<file path="src/rtl/kbcmd_sequencer.sv">
// kbcmd_sequencer: PS/2 host-command generator. Debounced buttons map to
// command bytes, are queued in a small FIFO and issued through the writer's
// dataload/busy handshake, with ACK/resend/timeout handling and bounded retry.
//
// state      | meaning
// -----------+-----------------------------------------------------------
// S_IDLE     | waiting for a queued command (retry count cleared)
// S_LOAD     | dataload strobe is high, data holds the FIFO head
// S_WAIT_TX  | waiting for busy to rise (timed) and then to fall
// S_WAIT_ACK | waiting for the keyboard reply (timed)
// S_RETRY    | reissue the command, or drop it once retries are used up
module kbcmd_sequencer #(
  parameter int                NBTN       = 4,
  parameter logic [NBTN*8-1:0] CMD_TABLE  = {8'h00, 8'hED, 8'hFC, 8'hFF},
  parameter logic [NBTN-1:0]   SW_MASK    = 4'b1000,
  parameter int                DEB_LEN    = 16,
  parameter int                DEB_ONES   = 12,
  parameter int                FIFO_DEPTH = 4,
  parameter int                TIMEOUT    = 2000000,
  parameter int                MAX_RETRY  = 3
) (
  input  logic            clk,
  input  logic            rst,
  input  logic [NBTN-1:0] btn,
  input  logic [7:0]      sw,
  input  logic            busy,
  input  logic            ps2error,
  input  logic            rx_valid,
  input  logic [7:0]      rx_data,
  output logic [7:0]      data,
  output logic            dataload,
  output logic            ack,
  output logic            fail,
  output logic            fifo_full,
  output logic            idle
);

  localparam int AW = $clog2(FIFO_DEPTH);
  localparam int TW = $clog2(TIMEOUT + 1);
  localparam int RW = (MAX_RETRY < 1) ? 1 : $clog2(MAX_RETRY + 1);
  localparam logic [DEB_LEN-1:0] DEB_PAT = {{(DEB_LEN-DEB_ONES){1'b0}}, {DEB_ONES{1'b1}}};

  localparam logic [2:0] S_IDLE     = 3'd0;
  localparam logic [2:0] S_LOAD     = 3'd1;
  localparam logic [2:0] S_WAIT_TX  = 3'd2;
  localparam logic [2:0] S_WAIT_ACK = 3'd3;
  localparam logic [2:0] S_RETRY    = 3'd4;

  logic [NBTN-1:0]    sync1_q, sync2_q;
  logic [DEB_LEN-1:0] hist_q [NBTN];
  logic [NBTN-1:0]    det;
  logic [NBTN-1:0]    req_q, req_d, push_sel;
  logic [7:0]         push_byte;
  logic               push, pop;

  logic [7:0]         mem_q [FIFO_DEPTH];
  logic [AW:0]        wr_ptr_q, rd_ptr_q;
  logic               empty, full;
  logic [7:0]         head;

  logic [2:0]         state_q, state_d;
  logic [TW-1:0]      timer_q, timer_d;
  logic [RW-1:0]      retry_q, retry_d;
  logic               seen_q, seen_d;
  logic [7:0]         data_q, data_d;
  logic               dataload_q, dataload_d;
  logic               ack_q, ack_d;
  logic               fail_q, fail_d;
  logic               timeout;

  // Synchronise each button and shift its history, newest sample in the LSB.
  always_ff @(posedge clk or posedge rst) begin
    if (rst) begin
      sync1_q <= '0;
      sync2_q <= '0;
      for (int i = 0; i < NBTN; i++) hist_q[i] <= '0;
    end else begin
      sync1_q <= btn;
      sync2_q <= sync1_q;
      for (int i = 0; i < NBTN; i++) hist_q[i] <= {hist_q[i][DEB_LEN-2:0], sync2_q[i]};
    end
  end

  // A press is the single cycle where the history shows a clean low-to-high edge.
  always_comb begin
    for (int i = 0; i < NBTN; i++) det[i] = (hist_q[i] == DEB_PAT);
  end

  // Pick the lowest pending request; a pulse on a pending channel merges into it.
  always_comb begin
    push_sel  = '0;
    push_byte = '0;
    for (int i = NBTN - 1; i >= 0; i--) begin
      if (req_q[i]) begin
        push_sel    = '0;
        push_sel[i] = 1'b1;
        push_byte   = SW_MASK[i] ? sw : CMD_TABLE[8*i +: 8];
      end
    end
    push  = (|req_q) && (!full || pop);
    req_d = (req_q | det) & ~(push ? push_sel : '0);
  end

  assign empty = (wr_ptr_q == rd_ptr_q);
  assign full  = (wr_ptr_q[AW] != rd_ptr_q[AW]) && (wr_ptr_q[AW-1:0] == rd_ptr_q[AW-1:0]);
  assign head  = mem_q[rd_ptr_q[AW-1:0]];

  // Request bits and command FIFO storage.
  always_ff @(posedge clk or posedge rst) begin
    if (rst) begin
      req_q    <= '0;
      wr_ptr_q <= '0;
      rd_ptr_q <= '0;
      for (int i = 0; i < FIFO_DEPTH; i++) mem_q[i] <= '0;
    end else begin
      req_q <= req_d;
      if (push) begin
        mem_q[wr_ptr_q[AW-1:0]] <= push_byte;
        wr_ptr_q                <= wr_ptr_q + 1'b1;
      end
      if (pop) rd_ptr_q <= rd_ptr_q + 1'b1;
    end
  end

  assign timeout = (timer_q == TW'(TIMEOUT));

  // Command handshake sequencing; LOAD is only entered while the writer is idle.
  always_comb begin
    state_d    = state_q;
    timer_d    = timer_q;
    retry_d    = retry_q;
    seen_d     = seen_q;
    data_d     = data_q;
    dataload_d = 1'b0;
    ack_d      = 1'b0;
    fail_d     = 1'b0;
    pop        = 1'b0;
    case (state_q)
      S_IDLE: begin
        retry_d = '0;
        if (!empty && !busy) begin
          state_d    = S_LOAD;
          dataload_d = 1'b1;
          data_d     = head;
        end
      end
      S_LOAD: begin
        state_d = S_WAIT_TX;
        timer_d = '0;
        seen_d  = 1'b0;
      end
      S_WAIT_TX: begin
        if (!seen_q) begin
          if (busy)         seen_d  = 1'b1;
          else if (timeout) state_d = S_RETRY;
          else              timer_d = timer_q + 1'b1;
        end else if (!busy) begin
          state_d = ps2error ? S_RETRY : S_WAIT_ACK;
          timer_d = '0;
        end
      end
      S_WAIT_ACK: begin
        if (rx_valid && rx_data == 8'hFA) begin
          pop     = 1'b1;
          ack_d   = 1'b1;
          state_d = S_IDLE;
        end else if ((rx_valid && rx_data == 8'hFE) || timeout) begin
          state_d = S_RETRY;
        end else begin
          timer_d = timer_q + 1'b1;
        end
      end
      S_RETRY: begin
        if (retry_q < RW'(MAX_RETRY)) begin
          if (!busy) begin
            retry_d    = retry_q + 1'b1;
            state_d    = S_LOAD;
            dataload_d = 1'b1;
            data_d     = head;
          end
        end else begin
          pop     = 1'b1;
          fail_d  = 1'b1;
          state_d = S_IDLE;
        end
      end
      default: state_d = S_IDLE;
    endcase
  end

  // FSM state and registered outputs.
  always_ff @(posedge clk or posedge rst) begin
    if (rst) begin
      state_q    <= S_IDLE;
      timer_q    <= '0;
      retry_q    <= '0;
      seen_q     <= 1'b0;
      data_q     <= '0;
      dataload_q <= 1'b0;
      ack_q      <= 1'b0;
      fail_q     <= 1'b0;
    end else begin
      state_q    <= state_d;
      timer_q    <= timer_d;
      retry_q    <= retry_d;
      seen_q     <= seen_d;
      data_q     <= data_d;
      dataload_q <= dataload_d;
      ack_q      <= ack_d;
      fail_q     <= fail_d;
    end
  end

  assign data      = data_q;
  assign dataload  = dataload_q;
  assign ack       = ack_q;
  assign fail      = fail_q;
  assign fifo_full = full;
  assign idle      = (state_q == S_IDLE) && empty;

endmodule
</file>
<file path="config.mk">
export PLATFORM = sky130hd
export DESIGN_NAME = kbcmd_sequencer
export DESIGN_NICKNAME = d
export VERILOG_FILES = /design/src/rtl/kbcmd_sequencer.sv
export SDC_FILE = /design/constraint.sdc
export NUM_CORES = 1
export LEC_CHECK = 0
export BUFFER_PORTS_ARGS = -buffer_cell sky130_fd_sc_hd__buf_2
export CAP_MARGIN = 15
export CELL_PAD_IN_SITES_DETAIL_PLACEMENT = 0
export CELL_PAD_IN_SITES_GLOBAL_PLACEMENT = 1
export CORE_ASPECT_RATIO = 0.5
export CORE_MARGIN = 2
export CORE_UTILIZATION = 49
export DETAILED_ROUTE_END_ITERATION = 10
export PLACE_DENSITY = 0.84
export SYNTH_ARGS = -nofsm -noshare
export SYNTH_HDL_FRONTEND = slang
export SYNTH_SLANG_ARGS = --single-unit
</file>
<file path="constraint.sdc">
create_clock -name clk -period 6.97 [get_ports clk]
set_input_delay 1.0455 -clock clk [delete_from_list [all_inputs] [get_ports clk]]
set_output_delay 1.0455 -clock clk [all_outputs]
set_load 0.005 [all_outputs]
</file>
==> results of run 1 <==
registers in the layout (all words and copies together) (netlist names), 3 cells and up:
name      cells
mem_q        32
sync1_q       4
state_q       3
sync2_q       4
timer_q      21
rd_ptr_q      3
req_q         4
hist_q       64
wr_ptr_q      3
data          8
cell families after synthesis:
logic type,synth area share
adders and majority gates,0.01634
muxes,0.04779
AOI/OAI and AO/OA,0.1256
buffers and inverters,0.02839
and+or+nand+nor,0.1509
DFF,0.6209
xor gates and xnor gates,0.01001
cells in the final DEF (no fill, tap or decap), types with 5 or more instances in the layout:
cell type and n:
dfrtp_1 152, nor2_1 59, a21oi_1 41, buf_2 37
nand2_1 28, o21ai_0 25, clkbuf_16 17, nand3_1 14
nand4_1 13, inv_1 12, o31ai_1 11, a31oi_1 10
mux2_2 10, o21ai_1 9, mux4_2 8, ha_1 8
nand2b_1 7, xnor2_1 6, nor4_1 5, inv_6 5
worst max-delay path, stage by stage (launching register included):
cell and delay [ns]:
dfrtp_1 0.77, xnor2_1 0.23, nand3_1 0.19, nor4_1 0.25
buf_2 0.17
per-stage QoR:
step | power (W) | util
5_1_grt | 0.002954 | 0.5805
3_5_place_dp | 0.001894 | 0.5330
2_1_floorplan | 0.001734 | -
4_1_cts | 0.002793 | 0.5805
6_report | 0.002768 | 0.5805
3_3_place_gp | 0.001871 | 0.5330
Yosys cell counts (3+ instances only):
cell type	instances
buf_2	4
o211ai_1	3
a21oi_2	4
o31ai_1	11
or3_1	3
or4b_2	4
a31oi_1	10
o21ai_1	9
buf_4	4
inv_1	13
nand2_1	28
nand2b_1	7
mux2_2	10
clkbuf_1	4
xnor2_1	6
and3_1	4
nand3b_1	3
nand4b_1	4
a21oi_4	4
ha_1	8
nor2b_1	3
nand3_1	14
o21ai_0	25
nor3_1	4
dfrtp_1	152
nand4_1	13
nor4_1	5
or4_1	3
mux4_2	8
nor2_1	59
a21oi_1	41
buf_6	5
o41ai_1	4
where the power goes:
group | total (W) | switching (W) | internal (W)
Sequential | 0.00120 | 0.000145 | 0.00106
Combinational | 0.000682 | 0.000390 | 0.000292
Clock | 0.000883 | 0.000384 | 0.000500
Total | 0.00277 | 0.000918 | 0.00185
routing by layer:
metal / GRT usage / up-vias
li1: - / 1921
met1: 0.2689 / 2029
met2: 0.2897 / 76
met3: 0.05395 / 13
met4: 0.05712 / 0
met5: 0 / -
final timing paths:
| kind | from | endpoint | slack (ns) | depth (start not counted) |
|---|---|---|---|---|
| setup reg to reg | timer_q[12] | timer_q[8] | 4.69 | 5 |
| hold reg to reg | sync2_q[1] | hist_q[32] | 0.34 | 0 |
| hold / removal | sync2_q[1] | hist_q[32] | 0.34 | 0 |
| max in group asynchronous | rst | mem_q[1] | 4.85 | 3 |
| min in group asynchronous | rst | sync1_q[0] | 0.74 | 2 |
| setup / recovery | rd_ptr_q[0] | idle | 3.88 | 4 |
final cells by class:
class | count | area share
flip-flops and latches | 152 | 0.5453
multi-input cells | 324 | 0.3080
clock buffers | 18 | 0.06152
well taps | 165 | 0.02960
repair buffers | 38 | 0.02762
clock inverters | 14 | 0.02027
inverters | 13 | 0.007713
==> flow_metrics.tcl, run 1 <==
set metrics [dict create \
    gp_congestion 0.7818 \
    diodes 0 \
    grt_max_degree 78 \
    numCtsBuffers 17 \
    status "finished clean" \
    syn-instance-count 507 \
    die_h_um 83.07 \
    startpoint_type "flop" \
    cts_tree "yes" \
    clock_sinks 152 \
    drtAntennaViolNets 0 \
    wl_met1_mm 5.559 \
    cts_setup_buffers 0 \
    drive_above_1_share 0.2021 \
    rsz0062_at_grt "no" \
    fin_tns_setup_ns 0 \
    synth_flop_cell "dfrtp_1" \
    clockRootBuffer "clkbuf_16" \
    drv_slew 0 \
    dp_cells 692 \
    hold_viol 0 \
    cp-end-kind "primary output" \
    setup_viol 0 \
    dr_wl_met2_mm 5.469 \
    ys_top_cells_by_area "dfrtp_1 (62%), nor2_1 (3.6%), a21oi_1 (3.3%)" \
    final_cell_area_mm2 0.006975 \
    ys_warn_count 0 \
    synth-seq-area-share 0.6209 \
    maxCapViolCount 0 \
    drt_pre_antenna_iters 5 \
    wl_per_cell_um 16.04 \
    start_util 0.5098 \
    routed_wl_mm 11.62 \
    vias 4039 \
    tightest_slew_ns 0.9317 \
    synth_fp_nets 540 \
    grt_pass1_vias 3955 \
    power.leakage_nw 2.919 \
    clkLatencyLatePin_ns 0.42 \
    finalNetCount 579 \
    critical_path_class "reg2out" \
    period_share 0.4431 \
    dp_slack_ns 4.244 \
    yosysTopAreaCell "dfrtp_1" \
    fin_crit_ns 3.089 \
    cts_resized 0 \
    regArea_mm2 0.003804 \
    area_growth_pct 13.87 \
    fillCellCount 990 \
    drc 0 \
    timing.fmax_mhz 323.8 \
    htreeDepth 4 \
    hold_ws_ns 0.3434 \
    synth_edf_count 0 \
    dpl.hpwl_mm 7.229 \
    peakVddDrop_mv 0.1546 \
    clock_skew_ns 0.007410 \
    power.density_mw_per_mm2 396.9 \
    grt_pass1_wl_mm 20.11 \
    dpl-instance-area_mm2 0.006405 \
    grt_overflow 0 \
    async_reset_ff_frac 1.000 \
    finalNonFillerCells 724 \
    vias_per_cell 5.579 \
    worstPathRequired_ns 5.92 \
    crit_arrival_ns 2.04 \
    relSlewSlack 0.3788 \
    synth_top_cell_area_share 0.6209 \
    holdCritPathClass "reg2reg" \
    ys_types 57 \
    cts_max_path_buffers 2 \
    placementRows 28 \
    ios 38 \
    finalWorstSetupSlack_ns 3.881 \
    grtUsageTotal 0.1905 \
    multi_input_area_mm2 0.002148 \
    top_layer "met4" \
    clk_pin_slew_worst_paths_ns 0.06 \
    coreArea_mm2 0.01202 \
    dieWidth_um 162.1 \
    critPathMaxFanout 11 \
    synth_area_mm2 0.006126 \
    die_area_mm2 0.01347 \
    numPortBuffers 37 \
    antenna_found_initial 0 \
    drtIter0Drc 279 \
    holdBufCountCts 0 \
    ys_seq_elements 152 \
    syn_avg_cell_area_um2 12.08 \
    met3_length_um 474 \
]
No activity file was read; power rests on OpenSTA's default activity.
==> inputs of run 2 (changes only) <==
==> constraint.sdc (replaced) <==
create_clock -name clk -period 3.22 [get_ports clk]
set_input_delay 0.483 -clock clk [delete_from_list [all_inputs] [get_ports clk]]
set_output_delay 0.483 -clock clk [all_outputs]
set_load 0.005 [all_outputs]
==> run 2 against run 1 <==
Effect of this change:
- worst hold slack worse by 0.21 ns
- sequential share of layout area shrank 0.27 points
- first-iteration DRC count fell by 18%
- design area up 0.50%
- register-to-register slack got worse by 3.7 ns
- non-clock buffer count rose by 2
- clock power up 120%
- total power up 120%
- utilization rose by 0.29 points
- routed wire length down 1.1%
==> flow_metrics.tcl, run 2 (same netlist as run 1, synthesis figures left out) <==
set metrics [dict create \
    die_h_um 83.07 \
    diodes 0 \
    grt_use_met2 0.2894 \
    startpoint_type "flop" \
    cts_tree "yes" \
    regToRegStartpoint "timer_q[12]" \
    cts_resized 0 \
    drt_pre_antenna_iters 4 \
    antenna_found_initial 0 \
    drtIter0Drc 230 \
    most-common-layout-cells "dfrtp_1 (152), nor2_1 (59), a21oi_1 (41)" \
    holdBufCountCts 0 \
    cp-end-kind "primary output" \
    comb_power_share 0.251 \
    power_frac_seq 0.431 \
    coreArea_mm2 0.01202 \
    reg_top3 "hist_q: 64 flops, mem_q: 32 flops, timer_q: 21 flops" \
    clkLatencyLatePin_ns 0.42 \
    finalNetCount 581 \
    fin_crit_ns 2.407 \
    crit_arrival_ns 1.92 \
    clkPwrFrac 0.318 \
    timing.fmax_mhz 415.4 \
    grt_pass1_wl_mm 20.35 \
    final_cell_area_mm2 0.007010 \
    status "finished clean" \
    hold_viol 0 \
    holdCritPathClass "in2async" \
    dieWidth_um 162.1 \
    maxCapViolCount 0 \
    die_area_mm2 0.01347 \
    grt_pass1_vias 4055 \
    period_share 0.7476 \
    dpl.hpwl_mm 7.269 \
    grt_overflow 0 \
    clock_sinks 152 \
    fin_tns_setup_ns 0 \
    placementRows 28 \
    numCtsBuffers 17 \
    routed_wl_mm 11.49 \
    drtAntennaViolNets 0 \
    rsz0062_at_grt "no" \
    grtUsageTotal 0.1905 \
    cts_setup_buffers 0 \
    cts_max_path_buffers 2 \
    clockRootBuffer "clkbuf_16" \
    grt.busiest_layer "met2" \
    final_common_cell "dfrtp_1" \
    vias 4008 \
    reg2regPathDepth 5 \
    power.switching_w 0.001954 \
    swShare 0.3272 \
    clk_pin_slew_worst_paths_ns 0.07 \
    drv_slew 0 \
    drc 0 \
    power.leakage_nw 2.934 \
    start_util 0.5098 \
    grt_use_met3 0.04895 \
    met1_usage 0.2735 \
    largest_register "hist_q" \
    grt_max_degree 73 \
    clock_skew_ns 0.01367 \
    relSlewSlack 0.5607 \
    r2r-end "timer_q[10]" \
    ios 38 \
    area_growth_pct 14.44 \
    gp_congestion 0.7518 \
    critical_path_class "reg2out" \
    wl_per_cell_um 15.83 \
    numPortBuffers 37 \
    r2r_slack_ns 0.97 \
    tightest_slew_ns 0.6553 \
    power.internal_w 0.004017 \
    setup_viol 0 \
    worstPathRequired_ns 2.74 \
    peakVddDrop_mv 0.3926 \
    drive_above_1_share 0.2050 \
    power.density_mw_per_mm2 851.6 \
    critPathMaxFanout 11 \
    htreeDepth 4 \
    vias_per_cell 5.521 \
    dpl-instance-area_mm2 0.006444 \
    largest_reg_flops 64 \
]
-- run 2: changes by cell type in the layout (fill, tap and decap cells not counted) --
cell,change
buf_12,+2
clkinv_2,+1
clkinv_4,-3
clkinvlp_4,+1
inv_6,+1
-- run 2: final cells by class --
class / count / area, um2
fillers: 969 / 5006
flip-flops and latches: 152 / 3804
multi-input cells: 324 / 2148
clock buffers: 18 / 429.2
repair buffers: 40 / 232.7
well taps: 165 / 206.4
clock inverters: 14 / 137.6
inverters: 13 / 52.55
-- run 2: stage by stage --
stage                       util  power, W  hold slack (ns)  cells  worst slack, ns
after detailed placement  0.5362  0.004104           0.3371    694            1.000
after CTS                 0.5834  0.006037           0.1426    726           0.8057
after global placement    0.5362  0.004061           0.3323    694            1.023
after floorplan                -  0.003755           0.3312    507           0.8201
after global routing      0.5834  0.006375           0.1553    726           0.7150
final                     0.5834  0.005970           0.1330    726           0.8127
-- run 2: worst max-delay path by stage --
stage | from | to | slack (ns)
floorplan | rst | ack | 0.82
global placement | timer_q[5] | timer_q[8] | 1.02
detailed placement | timer_q[12] | timer_q[19] | 1.0
CTS | rd_ptr_q[1] | idle | 0.81
global route | rd_ptr_q[1] | idle | 0.72
finish | rd_ptr_q[1] | idle | 0.81
-- run 2: power groups by stage --
stage	Clock (W)	Combinational, W	Sequential, W
after floorplan	0	0.00125	0.00250
after global placement	0	0.00147	0.00259
after detailed placement	0	0.00150	0.00260
after CTS	0.00195	0.00152	0.00257
after global routing	0.00204	0.00171	0.00263
final	0.00190	0.00150	0.00257
-- run 2: per-layer routing --
| metal | vias up | share of wire |
|---|---|---|
| li1 | 1927 | - |
| met1 | 2006 | 0.48 |
| met2 | 61 | 0.47 |
| met3 | 14 | 0.034 |
| met4 | 0 | 0.012 |
| met5 | - | 0 |
-- run 2: worst max-delay path, cell delays in order, from the launching register on --
cell and delay (ns):
dfrtp_1 0.70, xnor2_1 0.23, nand3_1 0.20, nor4_1 0.21
buf_2 0.16
